[config.mk]
export PLATFORM = sky130hd
export DESIGN_NAME = axi_lrsc_resv_ctrl
export DESIGN_NICKNAME = d
export VERILOG_FILES = /design/src/rtl/axi_lrsc_resv_ctrl.sv
export SDC_FILE = /design/constraint.sdc
export NUM_CORES = 1
export LEC_CHECK = 0
export CORE_MARGIN = 1
export CORE_UTILIZATION = 40
export CTS_CLUSTER_DIAMETER = 100
export CTS_CLUSTER_SIZE = 25
export DETAILED_ROUTE_END_ITERATION = 16
export GPL_TIMING_DRIVEN = 0
export PLACE_DENSITY = 0.6
export SLEW_MARGIN = 20
export SYNTH_ARGS = -nofsm -noshare
export SYNTH_HDL_FRONTEND = slang
export SYNTH_SLANG_ARGS = --single-unit
[constraint.sdc]
create_clock -name clk_i -period 11 [get_ports clk_i]
set_clock_uncertainty 0.2 [all_clocks]
set_input_delay 2.2 -clock clk_i [delete_from_list [all_inputs] [get_ports clk_i]]
set_output_delay 2.2 -clock clk_i [all_outputs]
set_load 0.05 [all_outputs]
[src/rtl/axi_lrsc_resv_ctrl.sv]
// Reservation table for the AXI LR/SC adapter: LR sets, SC checks/clears, plain stores invalidate.
// One table update per cycle, chosen by a round-robin arbiter; SC results leave on a registered channel.
module axi_lrsc_resv_ctrl #(
   parameter int unsigned AXI_ADDR_WIDTH = 64,
   parameter int unsigned AXI_ID_WIDTH   = 4,
   parameter int unsigned NUM_SLOTS      = 4,
   parameter int unsigned GRAN_BITS      = 3
) (
   input  logic                                  clk_i,
   input  logic                                  rst_i,
   input  logic                                  lr_valid_i,
   output logic                                  lr_ready_o,
   input  logic [AXI_ID_WIDTH-1:0]               lr_id_i,
   input  logic [AXI_ADDR_WIDTH-1:0]             lr_addr_i,
   input  logic                                  sc_valid_i,
   output logic                                  sc_ready_o,
   input  logic [AXI_ID_WIDTH-1:0]               sc_id_i,
   input  logic [AXI_ADDR_WIDTH-1:0]             sc_addr_i,
   output logic                                  sc_rsp_valid_o,
   input  logic                                  sc_rsp_ready_i,
   output logic                                  sc_rsp_ok_o,
   input  logic                                  st_valid_i,
   output logic                                  st_ready_o,
   input  logic [AXI_ADDR_WIDTH-1:0]             st_addr_i,
   output logic [$clog2(NUM_SLOTS+1)-1:0]        resv_count_o
);

   localparam int unsigned GW = AXI_ADDR_WIDTH - GRAN_BITS;
   localparam int unsigned SW = (NUM_SLOTS > 1) ? $clog2(NUM_SLOTS) : 1;
   localparam int unsigned CW = $clog2(NUM_SLOTS + 1);

   typedef enum logic [1:0] {
      REQ_SC = 2'd0,
      REQ_ST = 2'd1,
      REQ_LR = 2'd2
   } req_e;

   req_e                    rr_q, rr_d;
   logic [SW-1:0]           evict_q, evict_d;
   logic [NUM_SLOTS-1:0]    valid_q, valid_d;
   logic [AXI_ID_WIDTH-1:0] id_q   [NUM_SLOTS];
   logic [AXI_ID_WIDTH-1:0] id_d   [NUM_SLOTS];
   logic [GW-1:0]           gran_q [NUM_SLOTS];
   logic [GW-1:0]           gran_d [NUM_SLOTS];
   logic                    rsp_valid_q, rsp_valid_d;
   logic                    rsp_ok_q, rsp_ok_d;
   logic [CW-1:0]           count_q, count_d;

   logic                    sc_elig;
   logic                    gnt_sc, gnt_st, gnt_lr;
   logic [GW-1:0]           lr_gran, sc_gran, st_gran;
   logic [NUM_SLOTS-1:0]    lr_id_hit, sc_id_hit, sc_gran_hit, st_gran_hit;
   logic                    sc_ok;
   logic                    lr_hit_found, free_found;
   logic [SW-1:0]           lr_hit_idx, free_idx, lr_idx;
   logic                    unused_addr_bits;

   assign lr_gran = lr_addr_i[AXI_ADDR_WIDTH-1:GRAN_BITS];
   assign sc_gran = sc_addr_i[AXI_ADDR_WIDTH-1:GRAN_BITS];
   assign st_gran = st_addr_i[AXI_ADDR_WIDTH-1:GRAN_BITS];
   assign unused_addr_bits = ^{lr_addr_i[GRAN_BITS-1:0], sc_addr_i[GRAN_BITS-1:0],
                               st_addr_i[GRAN_BITS-1:0]};

   // A new SC may only win if its response slot is free or is being drained this cycle.
   assign sc_elig = sc_valid_i && (!rsp_valid_q || sc_rsp_ready_i);

   always_comb begin
      gnt_sc = 1'b0;
      gnt_st = 1'b0;
      gnt_lr = 1'b0;
      if (!rst_i) begin
         case (rr_q)
            REQ_SC: begin
               if (sc_elig)         gnt_sc = 1'b1;
               else if (st_valid_i) gnt_st = 1'b1;
               else if (lr_valid_i) gnt_lr = 1'b1;
            end
            REQ_ST: begin
               if (st_valid_i)      gnt_st = 1'b1;
               else if (lr_valid_i) gnt_lr = 1'b1;
               else if (sc_elig)    gnt_sc = 1'b1;
            end
            default: begin
               if (lr_valid_i)      gnt_lr = 1'b1;
               else if (sc_elig)    gnt_sc = 1'b1;
               else if (st_valid_i) gnt_st = 1'b1;
            end
         endcase
      end
   end

   assign sc_ready_o = gnt_sc;
   assign st_ready_o = gnt_st;
   assign lr_ready_o = gnt_lr;

   // Per-slot match vectors and LR slot selection.
   always_comb begin
      lr_hit_found = 1'b0;
      free_found   = 1'b0;
      lr_hit_idx   = '0;
      free_idx     = '0;
      for (int i = 0; i < int'(NUM_SLOTS); i++) begin
         lr_id_hit[i]   = valid_q[i] && (id_q[i] == lr_id_i);
         sc_id_hit[i]   = valid_q[i] && (id_q[i] == sc_id_i);
         sc_gran_hit[i] = valid_q[i] && (gran_q[i] == sc_gran);
         st_gran_hit[i] = valid_q[i] && (gran_q[i] == st_gran);
         if (!lr_hit_found && lr_id_hit[i]) begin
            lr_hit_found = 1'b1;
            lr_hit_idx   = SW'(i);
         end
         if (!free_found && !valid_q[i]) begin
            free_found = 1'b1;
            free_idx   = SW'(i);
         end
      end
      sc_ok  = |(sc_id_hit & sc_gran_hit);
      lr_idx = lr_hit_found ? lr_hit_idx : (free_found ? free_idx : evict_q);
   end

   always_comb begin
      rr_d        = rr_q;
      evict_d     = evict_q;
      valid_d     = valid_q;
      id_d        = id_q;
      gran_d      = gran_q;
      rsp_valid_d = rsp_valid_q;
      rsp_ok_d    = rsp_ok_q;
      count_d     = '0;

      if (gnt_sc) begin
         valid_d     = valid_q & ~sc_id_hit & ~(sc_ok ? sc_gran_hit : '0);
         rsp_valid_d = 1'b1;
         rsp_ok_d    = sc_ok;
         rr_d        = REQ_ST;
      end else if (sc_rsp_ready_i) begin
         rsp_valid_d = 1'b0;
      end

      if (gnt_st) begin
         valid_d = valid_q & ~st_gran_hit;
         rr_d    = REQ_LR;
      end

      if (gnt_lr) begin
         valid_d[lr_idx] = 1'b1;
         id_d[lr_idx]    = lr_id_i;
         gran_d[lr_idx]  = lr_gran;
         rr_d            = REQ_SC;
         // Round-robin victim only advances when the table was full.
         if (!lr_hit_found && !free_found) begin
            evict_d = (evict_q == SW'(NUM_SLOTS - 1)) ? '0 : evict_q + SW'(1);
         end
      end

      for (int i = 0; i < int'(NUM_SLOTS); i++) begin
         count_d = count_d + CW'(valid_d[i]);
      end
   end

   always_ff @(posedge clk_i or posedge rst_i) begin
      if (rst_i) begin
         rr_q        <= REQ_SC;
         evict_q     <= '0;
         valid_q     <= '0;
         rsp_valid_q <= 1'b0;
         rsp_ok_q    <= 1'b0;
         count_q     <= '0;
         for (int i = 0; i < int'(NUM_SLOTS); i++) begin
            id_q[i]   <= '0;
            gran_q[i] <= '0;
         end
      end else begin
         rr_q        <= rr_d;
         evict_q     <= evict_d;
         valid_q     <= valid_d;
         rsp_valid_q <= rsp_valid_d;
         rsp_ok_q    <= rsp_ok_d;
         count_q     <= count_d;
         id_q        <= id_d;
         gran_q      <= gran_d;
      end
   end

   assign sc_rsp_valid_o = rsp_valid_q;
   assign sc_rsp_ok_o    = rsp_ok_q;
   assign resv_count_o   = count_q;

endmodule
# == Yosys cells after proc, flatten, opt, wreduce, memory -nomap -nowiden ==
# Cells that the tools add are included.
# word_totals
regBits,273
in_bits,206
output_inout_bits,8
elab_cells,141
# op_classes
n_addsub,4
order_cmp,4
n_eq_ne,18
muxes,49
bitwise_logic,9
reduce_logical,43
# op_table
cell,n
== test 61 bit,8
bitwise mux 244 bit,1
demux 61 bit (select 2 bit),1
2-to-1 mux 61 bit,1
== test 4 bit,8
logical AND 1 bit,26
2-to-1 mux 1 bit,25
2-to-1 mux 2 bit,10
2-to-1 mux 4 bit,5
bitwise AND 4 bit,4
bitwise mux 16 bit,1
inverter 4 bit,3
zero test 1 bit,11
demux 4 bit (select 2 bit),1
case mux 1 bit (2 select lines),3
OR 4 bit,1
OR reduction 4 bit,1
adder 2 x 1 -> 3 bit,1
adder 3 x 1 -> 3 bit,1
>= comparator 3 bit (second input constant),1
less-than comparator 2 x 3 -> 1 bit (second input constant),1
less-than comparator 3 x 1 -> 1 bit (second input constant),1
inverter 2 -> 3 bit,1
nonzero test 3 bit,1
other kinds (10),10

# == Longest topological paths before layout ==
# Gate-level depths: netlist of run 1.
# depth
ltp_word,22
ltp_mapped,14
depth_no_buf,11

# == Least setup slack after synthesis of run 1 ==
# OpenSTA, ideal clock, no wires.
# synth_timing
path_type,input port to output port
start,in rst_i
end,out st_ready_o
arrival_ps,9255
required_ps,8600
path_slack_ps,-655
path_stages,3
n_path_buf,0
cell_sequence,inv_1 nand2_1 nor2_1
# synth_between
elab_chain_len,1
# synth_rtl
item,line,text
"start, declared",10,"input logic rst_i,"
2-to-1 mux 1 bit,71,if (!rst_i) begin
"end, declared",23,"output logic st_ready_o,"
# No other way between the ends.

# == Worst setup path in the final report of run 1 ==
# Ends and elaborated chain as after synthesis.

==> flow_metrics.py, run 1 <==
metrics = {
    "outcome": {
        "status": "complete, no violations",
    },
    "yosys": {
        "async_reset_ff_share_pct": 100,
        "ys_top_cells_by_area": "dfrtp_1, mux2_2, xnor2_1",
        "synthCells": 1445,
        "synth_fp_nets": 1655,
        "ys_seq_elements": 273,
        "synth-edff-count": 0,
        "avgSynthCellArea_sq_um": 11.4,
        "yosysWarnings": 0,
        "synthFlopType": "dfrtp_1",
        "ys_seq_area_share_pct": 41.3,
        "synth_top_area_share_pct": 41.3,
        "syn_area_sq_um": 16500,
        "synth.distinct_cells": 57,
        "synth_largest_area_cell": "dfrtp_1",
    },
    "grt": {
        "grt_pass1_vias": 13061,
        "grt_pass1_wl_mm": 107,
        "grt_antenna_before_repair": 3,
        "grt_max_degree": 36,
        "overflow": 0,
        "gr-usage-all-layers_pct": 38.2,
    },
    "critical_path": {
        "cp_cell_sequence": "clkdlybuf4s50_1 > clkinvlp_4 > nand2_1 > nor2_1 > clkdlybuf4s50_1",
        "critPathSlowestCell": "clkdlybuf4s50_1",
        "path_common_cell": "clkdlybuf4s50_1",
        "critPathRequiredTime_ns": 8.60,
        "cpPeakStageDelay_ns": 0.94,
        "critPathArrivalTime_ns": 4.78,
        "crit_type": "in2out",
        "cp_max_fo": 22,
        "start_kind": "primary input",
        "end_kind": "primary output",
    },
    "clock_tree": {
        "cts_hold_buf": 0,
        "post_cts_buffers": 0,
        "path_clk_slew_ns": 0.10,
        "cts.sink_count": 273,
        "insertion_delay_ns": 0.54,
        "cts_tree": "yes",
        "cts_buffers": 15,
        "cts_resized": 0,
        "clockBufferDepth": 3,
        "h-tree-depth": 1,
        "cts-root-buf": "clkbuf_16",
    },
    "placed_design": {
        "placed_area_sq_um": 19100,
        "port_buffers": 167,
        "dp_hpwl_mm": 67.8,
        "gp_congestion": 1.03,
        "dp_slack_ns": 3.81,
    },
    "routing": {
        "firstDrtPassIters": 8,
        "drc_errors": 0,
        "routed_wl_mm": 79.8,
        "drt_iter0_drc": 1320,
        "ant_nets": 0,
        "vias": 12832,
        "vias_per_cell": 5.90,
        "wl_per_cell_um": 36.7,
    },
    "timing": {
        "setup_viol": 0,
        "layout_min_cycle_time_ns": 7.18,
        "slew-limit-headroom_pct": 31.7,
        "hold_ws_ns": 0.346,
        "finalHoldViolations": 0,
        "fin_crit_sh_pct": 65.3,
        "rsz0062_at_grt": "false",
        "worst_slack_ns": 3.82,
        "finalSetupTns_ns": 0,
        "slew_viol_final": 0,
        "max_freq_mhz": 139,
        "tightest_slew_ns": 1.01,
    },
    "finish": {
        "layout_commonest_cell": "dfrtp_1",
        "multi_input_area_sq_um": 9230,
        "area_delta_synth_final_pct": 17.9,
        "nets": 1848,
        "drive_gt1_share_pct": 20.0,
        "seq_area_sq_um": 6830,
        "utilization_pct": 47.7,
        "final_cell_mix": "dfrtp_1, xnor2_1, mux2_2",
        "fin_area_sq_um": 19500,
        "n_fill_cell": 3861,
    },
    "floorplanning": {
        "die_area_sq_um": 42100,
        "fp.dieH_um": 205,
        "die_w_um": 205,
        "floorplan.initialDensity_pct": 40.5,
        "rows": 74,
        "io_pins": 214,
        "coreArea_sq_um": 40800,
    },
    "power_and_ir_drop": {
        "p_per_area_nw_per_um2": 268,
        "ir_worst_vdd_uv": 135,
        "power.leakage_uw": 0.00782,
    },
    "worst_hold_path": {
        "hp-class": "reg2reg",
    },
    "job": {
        "max_cap_violations": 0,
    },
}
## registers in the layout, summed over array words and instances (netlist names)
register,count
rr_q,2
valid_q,4
resv_count_o,3
id_q,16
evict_q,2
gran_q,244
sc_rsp_ok_o,1
sc_rsp_valid_o,1
## worst paths after layout
kind                       slack [ns]               startpoint  cells after the start                        end
setup / recovery                 3.82                    rst_i                      5                 st_ready_o
max in group asynchronous        7.50                    rst_i                      6     gran_q[28]$_DFFE_PP0P_
setup reg to reg                 6.45   gran_q[61]$_DFFE_PP0P_                     11  resv_count_o[1]$_DFF_PP0_
min in group asynchronous        1.94                    rst_i                      2       valid_q[0]$_DFF_PP0_
hold reg to reg                  0.35  sc_rsp_ok_o$_DFFE_PP0P_                      1    sc_rsp_ok_o$_DFFE_PP0P_
hold / removal                   0.35  sc_rsp_ok_o$_DFFE_PP0P_                      1    sc_rsp_ok_o$_DFFE_PP0P_
## synth_stat cells (all sizes together), types with 12 or more instances
cell and n:
dfrtp 273, nor4 64, nand4 75, clkbuf 31, buf 34, xor2 176, inv 41, o22ai 13
o2111ai 12, nand2 20, nand2b 39, nor2b 33, xnor2 271, mux2 262
## metal layers
metal | vias up | track usage [%] | part of all wire (%)
li1 | 5444 | - | -
met1 | 6628 | 51.2 | 43
met2 | 604 | 60.6 | 45
met3 | 152 | 6.62 | 7.0
met4 | 4 | 16.3 | 5.3
met5 | - | 0 | 0.029
## per-stage QoR
step | instances | power, uW
4_1_cts | 2172 | 5160
3_3_place_gp | 2144 | 4490
3_5_place_dp | 2153 | 4540
6_report | 2176 | 5220
5_1_grt | 2172 | 5370
2_1_floorplan | 1445 | 3340
## power by group
group	internal, uW	switching, uW	total, uW	leakage [uW]
Clock	257	361	617	0.000201
Combinational	1090	1290	2380	0.00425
Sequential	1470	754	2220	0.00337
## cells by family after synthesis
logic type / count (synthesis) / synth area share, %
flip-flops: 273 / 41.3
XOR/XNOR: 447 / 23.7
buffers and inverters: 107 / 2.94
adder cells (fa/ha/maj): 4 / 0.348
AND/OR/NAND/NOR: 271 / 9.90
multiplexers: 262 / 17.8
AO/OA/AOI/OAI: 81 / 3.95
## worst max-delay path: cells and delay by family
family	cells	cell delay, ns
buffers and inverters	3	1.84
AND/OR/NAND/NOR	2	0.74
## final cells by class
class / instances / share of cell area (%)
timing repair buffer: 176 / 9.54
inverter: 42 / 0.828
buffer: 65 / 1.69
clock buffer: 17 / 1.96
tap: 532 / 3.41
multi-input combinational: 1065 / 47.3
antenna: 4 / 0.0513
sequential: 273 / 35.0
clock inverter: 2 / 0.141
Note: power is estimated with default switching activity, not from simulation.
==> inputs of run 2 (changes only) <==
--- a/config.mk
+++ b/config.mk
@@ -11,7 +11,7 @@
 export CTS_CLUSTER_SIZE = 25
 export DETAILED_ROUTE_END_ITERATION = 16
 export GPL_TIMING_DRIVEN = 0
-export PLACE_DENSITY = 0.6
+export PLACE_DENSITY = 0.58
 export SLEW_MARGIN = 20
 export SYNTH_ARGS = -nofsm -noshare
 export SYNTH_HDL_FRONTEND = slang
==> constraint.sdc (replaced) <==
create_clock -name clk_i -period 7.35 [get_ports clk_i]
set_clock_uncertainty 0.2 [all_clocks]
set_input_delay 1.47 -clock clk_i [delete_from_list [all_inputs] [get_ports clk_i]]
set_output_delay 1.47 -clock clk_i [all_outputs]
set_load 0.05 [all_outputs]
==> run 2 against run 1 <==
  * Via count about the same
  * Count of clock-buffer cells in the layout decreased by 1
  * Die area unchanged
  * Critical path type unchanged
  * Critical endpoint unchanged
==> flow_metrics.py, run 2 (same netlist as run 1, synthesis figures left out) <==
metrics = {
    "finish": {
        "layout_commonest_cell": "dfrtp_1",
        "reg_top3": "gran_q x244, id_q x16, valid_q x4",
        "largest-register": "gran_q",
        "area_delta_synth_final_pct": 18.5,
        "nets": 1848,
        "fin_area_sq_um": 19600,
        "largest_register_ffs": 244,
        "drive_gt1_share_pct": 20.2,
        "n_fill_cell": 3798,
        "final_cell_mix": "dfrtp_1, xnor2_1, mux2_2",
    },
    "floorplanning": {
        "fp.dieH_um": 205,
        "die_area_sq_um": 42100,
        "die_w_um": 205,
        "io_pins": 214,
        "floorplan.initialDensity_pct": 40.5,
        "coreArea_sq_um": 40800,
        "rows": 74,
    },
    "worst_hold_path": {
        "min_from": "sc_rsp_ok_o$_DFFE_PP0P_",
        "hp-class": "reg2reg",
    },
    "routing": {
        "drt_iter0_drc": 1304,
        "wl_per_cell_um": 36.5,
        "vias": 12825,
        "ant_nets": 0,
        "drc_errors": 0,
        "vias_per_cell": 5.90,
        "firstDrtPassIters": 5,
        "routed_wl_mm": 79.4,
    },
    "critical_path": {
        "critPathRequiredTime_ns": 5.68,
        "start_kind": "primary input",
        "critPathArrivalTime_ns": 4.23,
        "crit_start": "rst_i",
        "end_kind": "primary output",
        "critPathSlowestCell": "clkdlybuf4s50_1",
        "crit_type": "in2out",
        "r2r_start": "gran_q[61]$_DFFE_PP0P_",
        "cpPeakStageDelay_ns": 0.94,
        "cp_max_fo": 26,
        "cp_cell_sequence": "clkdlybuf4s50_1 > clkinvlp_4 > buf_12 > nand2_1 > nor2_1 > clkdlybuf4s50_1",
        "path_common_cell": "clkdlybuf4s50_1",
    },
    "grt": {
        "grt_antenna_before_repair": 4,
        "grt_pass1_wl_mm": 106,
        "overflow": 0,
        "gr-usage-all-layers_pct": 37.9,
        "grt_max_degree": 35,
        "grt_pass1_vias": 12835,
    },
    "placed_design": {
        "dp_slack_ns": 1.35,
        "placed_area_sq_um": 19100,
        "port_buffers": 167,
        "gp_congestion": 1.05,
        "dp_hpwl_mm": 67.7,
    },
    "power_and_ir_drop": {
        "p_per_area_nw_per_um2": 400,
        "power_uw": 7830,
        "ir_worst_vdd_uv": 169,
        "power.leakage_uw": 0.00787,
    },
    "timing": {
        "slew_viol_final": 0,
        "fin_crit_sh_pct": 80.2,
        "setup_viol": 0,
        "finalSetupTns_ns": 0,
        "finalHoldViolations": 0,
        "slew-limit-headroom_pct": 19.8,
        "rsz0062_at_grt": "false",
        "layout_min_cycle_time_ns": 5.90,
        "tightest_slew_ns": 1.19,
        "worst_slack_ns": 1.45,
        "max_freq_mhz": 170,
    },
    "clock_tree": {
        "cts_hold_buf": 0,
        "cts_tree": "yes",
        "insertion_delay_ns": 0.55,
        "h-tree-depth": 1,
        "cts_buffers": 15,
        "post_cts_buffers": 0,
        "cts.sink_count": 273,
        "cts-root-buf": "clkbuf_16",
        "cts_resized": 0,
        "path_clk_slew_ns": 0.10,
        "clockBufferDepth": 3,
    },
    "job": {
        "max_cap_violations": 0,
    },
    "outcome": {
        "status": "complete, no violations",
    },
}
[run 2: power by group]
| group | internal (uW) | leakage, uW | switching [uW] |
|---|---|---|---|
| combinational | 1650 | 0.00429 | 1940 |
| clock | 392 | 0.000213 | 523 |
| sequential | 2200 | 0.00337 | 1120 |
[run 2: worst max-delay path, delay by kind of cell]
family        cells  cell delay, ns
buf+inv           4            1.98
simple gates      2            0.77
[run 2: final timing paths]
kind	to	slack, ns	cells past startpoint
hold reg to reg	sc_rsp_ok_o$_DFFE_PP0P_	0.33	1
setup reg to reg	resv_count_o[1]$_DFF_PP0_	2.82	11
min in group asynchronous	gran_q[60]$_DFFE_PP0P_	1.15	2
max in group asynchronous	gran_q[73]$_DFFE_PP0P_	4.57	6
setup / recovery	st_ready_o	1.45	6
hold / removal	sc_rsp_ok_o$_DFFE_PP0P_	0.33	1
[run 2: final cells by class]
cell class	instances	area [sq um]	share of cell area, %
clock inverters	4	41.3	0.211
well taps	532	666	3.40
clock buffers	16	389	1.99
plain buffers	65	403	2.06
inverters	42	161	0.824
diodes	2	5.00	0.0256
multi-input cells	1065	9230	47.2
flip-flops and latches	273	6830	34.9
repair buffers	176	1850	9.46
[run 2: per-layer routing]
layer  track usage, %  up-vias  share of wire [%]
li1                 -     5433                  -
met1             52.2     6732                 44
met2             60.7      543                 46
met3             4.66      111                6.1
met4             14.5        6                4.3
met5                0        -              0.043
[run 2: through the flow]
| step | std cells | hold slack (ns) | utilization [%] |
|---|---|---|---|
| final | 2175 | 0.332 | 48.0 |
| after global routing | 2173 | 0.365 | 47.9 |
| after CTS | 2173 | 0.333 | 47.9 |
| after detailed placement | 2153 | 0.308 | 46.9 |
| after floorplan | 1445 | 0.288 | - |
| after global placement | 2144 | 0.297 | 46.4 |
==> inputs of run 3 (changes only) <==
--- a/config.mk
+++ b/config.mk
@@ -11,7 +11,7 @@
 export CTS_CLUSTER_SIZE = 25
 export DETAILED_ROUTE_END_ITERATION = 16
 export GPL_TIMING_DRIVEN = 0
-export PLACE_DENSITY = 0.58
+export PLACE_DENSITY = 0.6
 export SLEW_MARGIN = 20
 export SYNTH_ARGS = -nofsm -noshare
 export SYNTH_HDL_FRONTEND = slang
==> constraint.sdc (replaced) <==
create_clock -name clk_i -period 4.9 [get_ports clk_i]
set_clock_uncertainty 0.2 [all_clocks]
set_input_delay 0.98 -clock clk_i [delete_from_list [all_inputs] [get_ports clk_i]]
set_output_delay 0.98 -clock clk_i [all_outputs]
set_load 0.05 [all_outputs]
==> run 3 against run 2 <==
  * The flow now finishes with violations (setup timing)
  * Count of clock-buffer cells in the layout unchanged
  * Power increased by 52%
  * Largest power group unchanged
  * Core utilization increased by 0.81 points
  * Register-to-register slack got worse by 2.4 ns
  * Final area increased by 1.7%
  * Setup slack got worse by 1.6 ns
  * Global-route usage decreased by 0.89 points
  * Via count decreased by 0.83%
  * First-iteration DRC count increased by 2.3%
  * Routed wire length decreased by 2.7%
  * Sequential power increased by 51%
  * Critical endpoint is now resv_count_o[1]$_DFF_PP0_
==> flow_metrics.py, run 3 (same netlist as run 1, synthesis figures left out) <==
metrics = {
    "power_and_ir_drop": {
        "ir_worst_vdd_uv": 331,
        "sequentialPowerShare_pct": 42.3,
        "switching_share_pct": 45.0,
        "clkPwrFrac_pct": 11.5,
        "combPwrFrac_pct": 46.2,
        "switchingPower_uw": 5350,
        "internal-power_uw": 6540,
        "power.leakage_uw": 0.00823,
        "p_per_area_nw_per_um2": 597,
    },
    "grt": {
        "grt_pass1_vias": 12575,
        "grt_antenna_before_repair": 4,
        "grt_pass1_wl_mm": 105,
        "overflow": 0,
        "gr-usage-all-layers_pct": 37.0,
        "grt_max_degree": 33,
    },
    "clock_tree": {
        "cts-root-buf": "clkbuf_16",
        "h-tree-depth": 1,
        "path_clk_slew_ns": 0.10,
        "cts.sink_count": 273,
        "clockBufferDepth": 3,
        "cts_tree": "yes",
        "insertion_delay_ns": 0.53,
        "cts_hold_buf": 0,
        "cts_buffers": 15,
    },
    "finish": {
        "largest_register_ffs": 244,
        "fin_area_sq_um": 19900,
        "utilization_pct": 48.8,
        "nets": 1849,
        "area_delta_synth_final_pct": 20.5,
        "layout_commonest_cell": "dfrtp_1",
        "final_cell_mix": "dfrtp_1, xnor2_1, mux2_2",
        "fin_cells": 2176,
        "largest-register": "gran_q",
        "reg_top3": "gran_q x244, id_q x16, valid_q x4",
        "drive_gt1_share_pct": 20.4,
    },
    "timing": {
        "setup_viol": 1,
        "slew_viol_final": 0,
        "rsz0062_at_grt": "false",
        "layout_min_cycle_time_ns": 5.03,
        "slew-limit-headroom_pct": 23.3,
        "tightest_slew_ns": 1.14,
        "fin_crit_sh_pct": 103,
        "finalHoldViolations": 0,
        "max_freq_mhz": 199,
        "worst_slack_ns": -0.126,
        "finalSetupTns_ns": -0.126,
    },
    "critical_path": {
        "worstReg2RegEnd": "resv_count_o[1]$_DFF_PP0_",
        "r2r_start": "gran_q[26]$_DFFE_PP0P_",
        "end_kind": "register",
        "ff2ff_path_depth": 10,
        "crit_type": "in2reg",
        "critPathArrivalTime_ns": 5.23,
        "cp_max_fo": 4,
        "r2r_setup_slack_ns": 0.40,
        "crit_start": "st_addr_i[11]",
        "critPathSlowestCell": "nor3_1",
        "cpPeakStageDelay_ns": 0.93,
        "critical_path_buf_inv_count": 2,
        "path_common_cell": "ha_1",
        "critPathRequiredTime_ns": 5.11,
        "cp_cell_sequence": "clkdlybuf4s50_1 > xor2_1 > nor4_1 > nand4_1 > nor3_1 > a31oi_1 > o2bb2ai_2 > fa_1 > inv_1 > ha_1 > ha_1",
        "start_kind": "primary input",
        "crit_family": "simple AND/OR/NAND/NOR gates",
    },
    "floorplanning": {
        "coreArea_sq_um": 40800,
        "fp.dieH_um": 205,
        "rows": 74,
        "io_pins": 214,
        "die_area_sq_um": 42100,
        "die_w_um": 205,
        "floorplan.initialDensity_pct": 40.5,
    },
    "placed_design": {
        "placed_area_sq_um": 19500,
        "dp_hpwl_mm": 66.3,
        "placed_cells": 2154,
        "gp_congestion": 1.02,
        "port_buffers": 167,
    },
    "outcome": {
        "violations": "setup timing",
        "status": "finished with violations",
    },
    "routing": {
        "wl_per_cell_um": 35.5,
        "drc_errors": 0,
        "drt_iter0_drc": 1334,
        "routed_wl_mm": 77.3,
        "vias_per_cell": 5.85,
        "vias": 12719,
        "firstDrtPassIters": 5,
        "ant_nets": 0,
    },
    "worst_hold_path": {
        "hp-class": "reg2reg",
        "min_from": "sc_rsp_ok_o$_DFFE_PP0P_",
        "min_to": "sc_rsp_ok_o$_DFFE_PP0P_",
        "whs_path_depth": 1,
    },
    "job": {
        "max_cap_violations": 0,
    },
}
==> run 3: cell count changes in the layout (fill, tap and decap cells not counted), moves of 2 or more <==
cell,change
buf_2,-6
mux2_2,-65
mux2_4,+65
buf_8,+3
buf_6,+2
buf_16,+2
a2111oi_1,-2
a2111oi_0,+2
==> run 3: what timing repair did <==
action                     4_1_cts  5_1_grt
setup endpoints to repair        1        1
resized for setup                1        1
setup buffers                    0        0
==> run 3: final cells by class <==
| type | instances | area, sq um |
|---|---|---|
| diodes | 2 | 5.00 |
| plain buffers | 65 | 448 |
| clock buffers | 16 | 379 |
| clock inverters | 4 | 43.8 |
| fillers | 3788 | 20900 |
| inverters | 42 | 161 |
| multi-input cells | 1065 | 9490 |
| flip-flops and latches | 273 | 6830 |
| well taps | 532 | 666 |
| repair buffers | 177 | 1890 |
==> run 3: worst max path at each step <==
stage,to,depth (start not counted)
CTS,resv_count_o[1]$_DFF_PP0_,11
floorplan,resv_count_o[1]$_DFF_PP0_,12
global route,resv_count_o[1]$_DFF_PP0_,11
finish,resv_count_o[1]$_DFF_PP0_,11
global placement,resv_count_o[1]$_DFF_PP0_,12
detailed placement,resv_count_o[1]$_DFF_PP0_,12
==> run 3: routing by layer <==
| layer | up-vias | GRT usage (%) | wire, um |
|---|---|---|---|
| met4 | 2 | 13.2 | 3170 |
| met1 | 6607 | 51.1 | 33400 |
| met5 | - | 0 | 13 |
| met3 | 107 | 5.10 | 5310 |
| met2 | 564 | 59.2 | 35400 |
| li1 | 5439 | - | - |
==> run 3: power groups by stage <==
| stage | sequential, uW | clock, uW | combinational [uW] |
|---|---|---|---|
| final | 5030 | 1370 | 5490 |
| after global placement | 5010 | 0 | 5300 |
| after detailed placement | 5030 | 0 | 5340 |
| after floorplan | 4310 | 0 | 3440 |
| after CTS | 5000 | 1400 | 5380 |
| after global routing | 5100 | 1470 | 5670 |
==> run 3: metrics by stage <==
stage / total power, uW / setup WS, ns / hold slack, ns
after floorplan: 7750 / -2.78 / 0.289
after global placement: 10300 / -5.17 / 0.301
after global routing: 12200 / 0.0190 / 0.339
after detailed placement: 10400 / -0.685 / 0.302
after CTS: 11800 / 0.0958 / 0.324
final: 11900 / -0.126 / 0.330
==> run 3: worst reg2reg max path: stages (launching register included) <==
cell	delay (ns)
dfrtp_1	0.45
xor2_1	0.25
nor4_1	0.89
nand4_1	0.31
nor3_1	0.93
a31oi_1	0.28
o2bb2ai_2	0.23
fa_1	0.42
inv_1	0.06
ha_1	0.14
ha_1	0.23
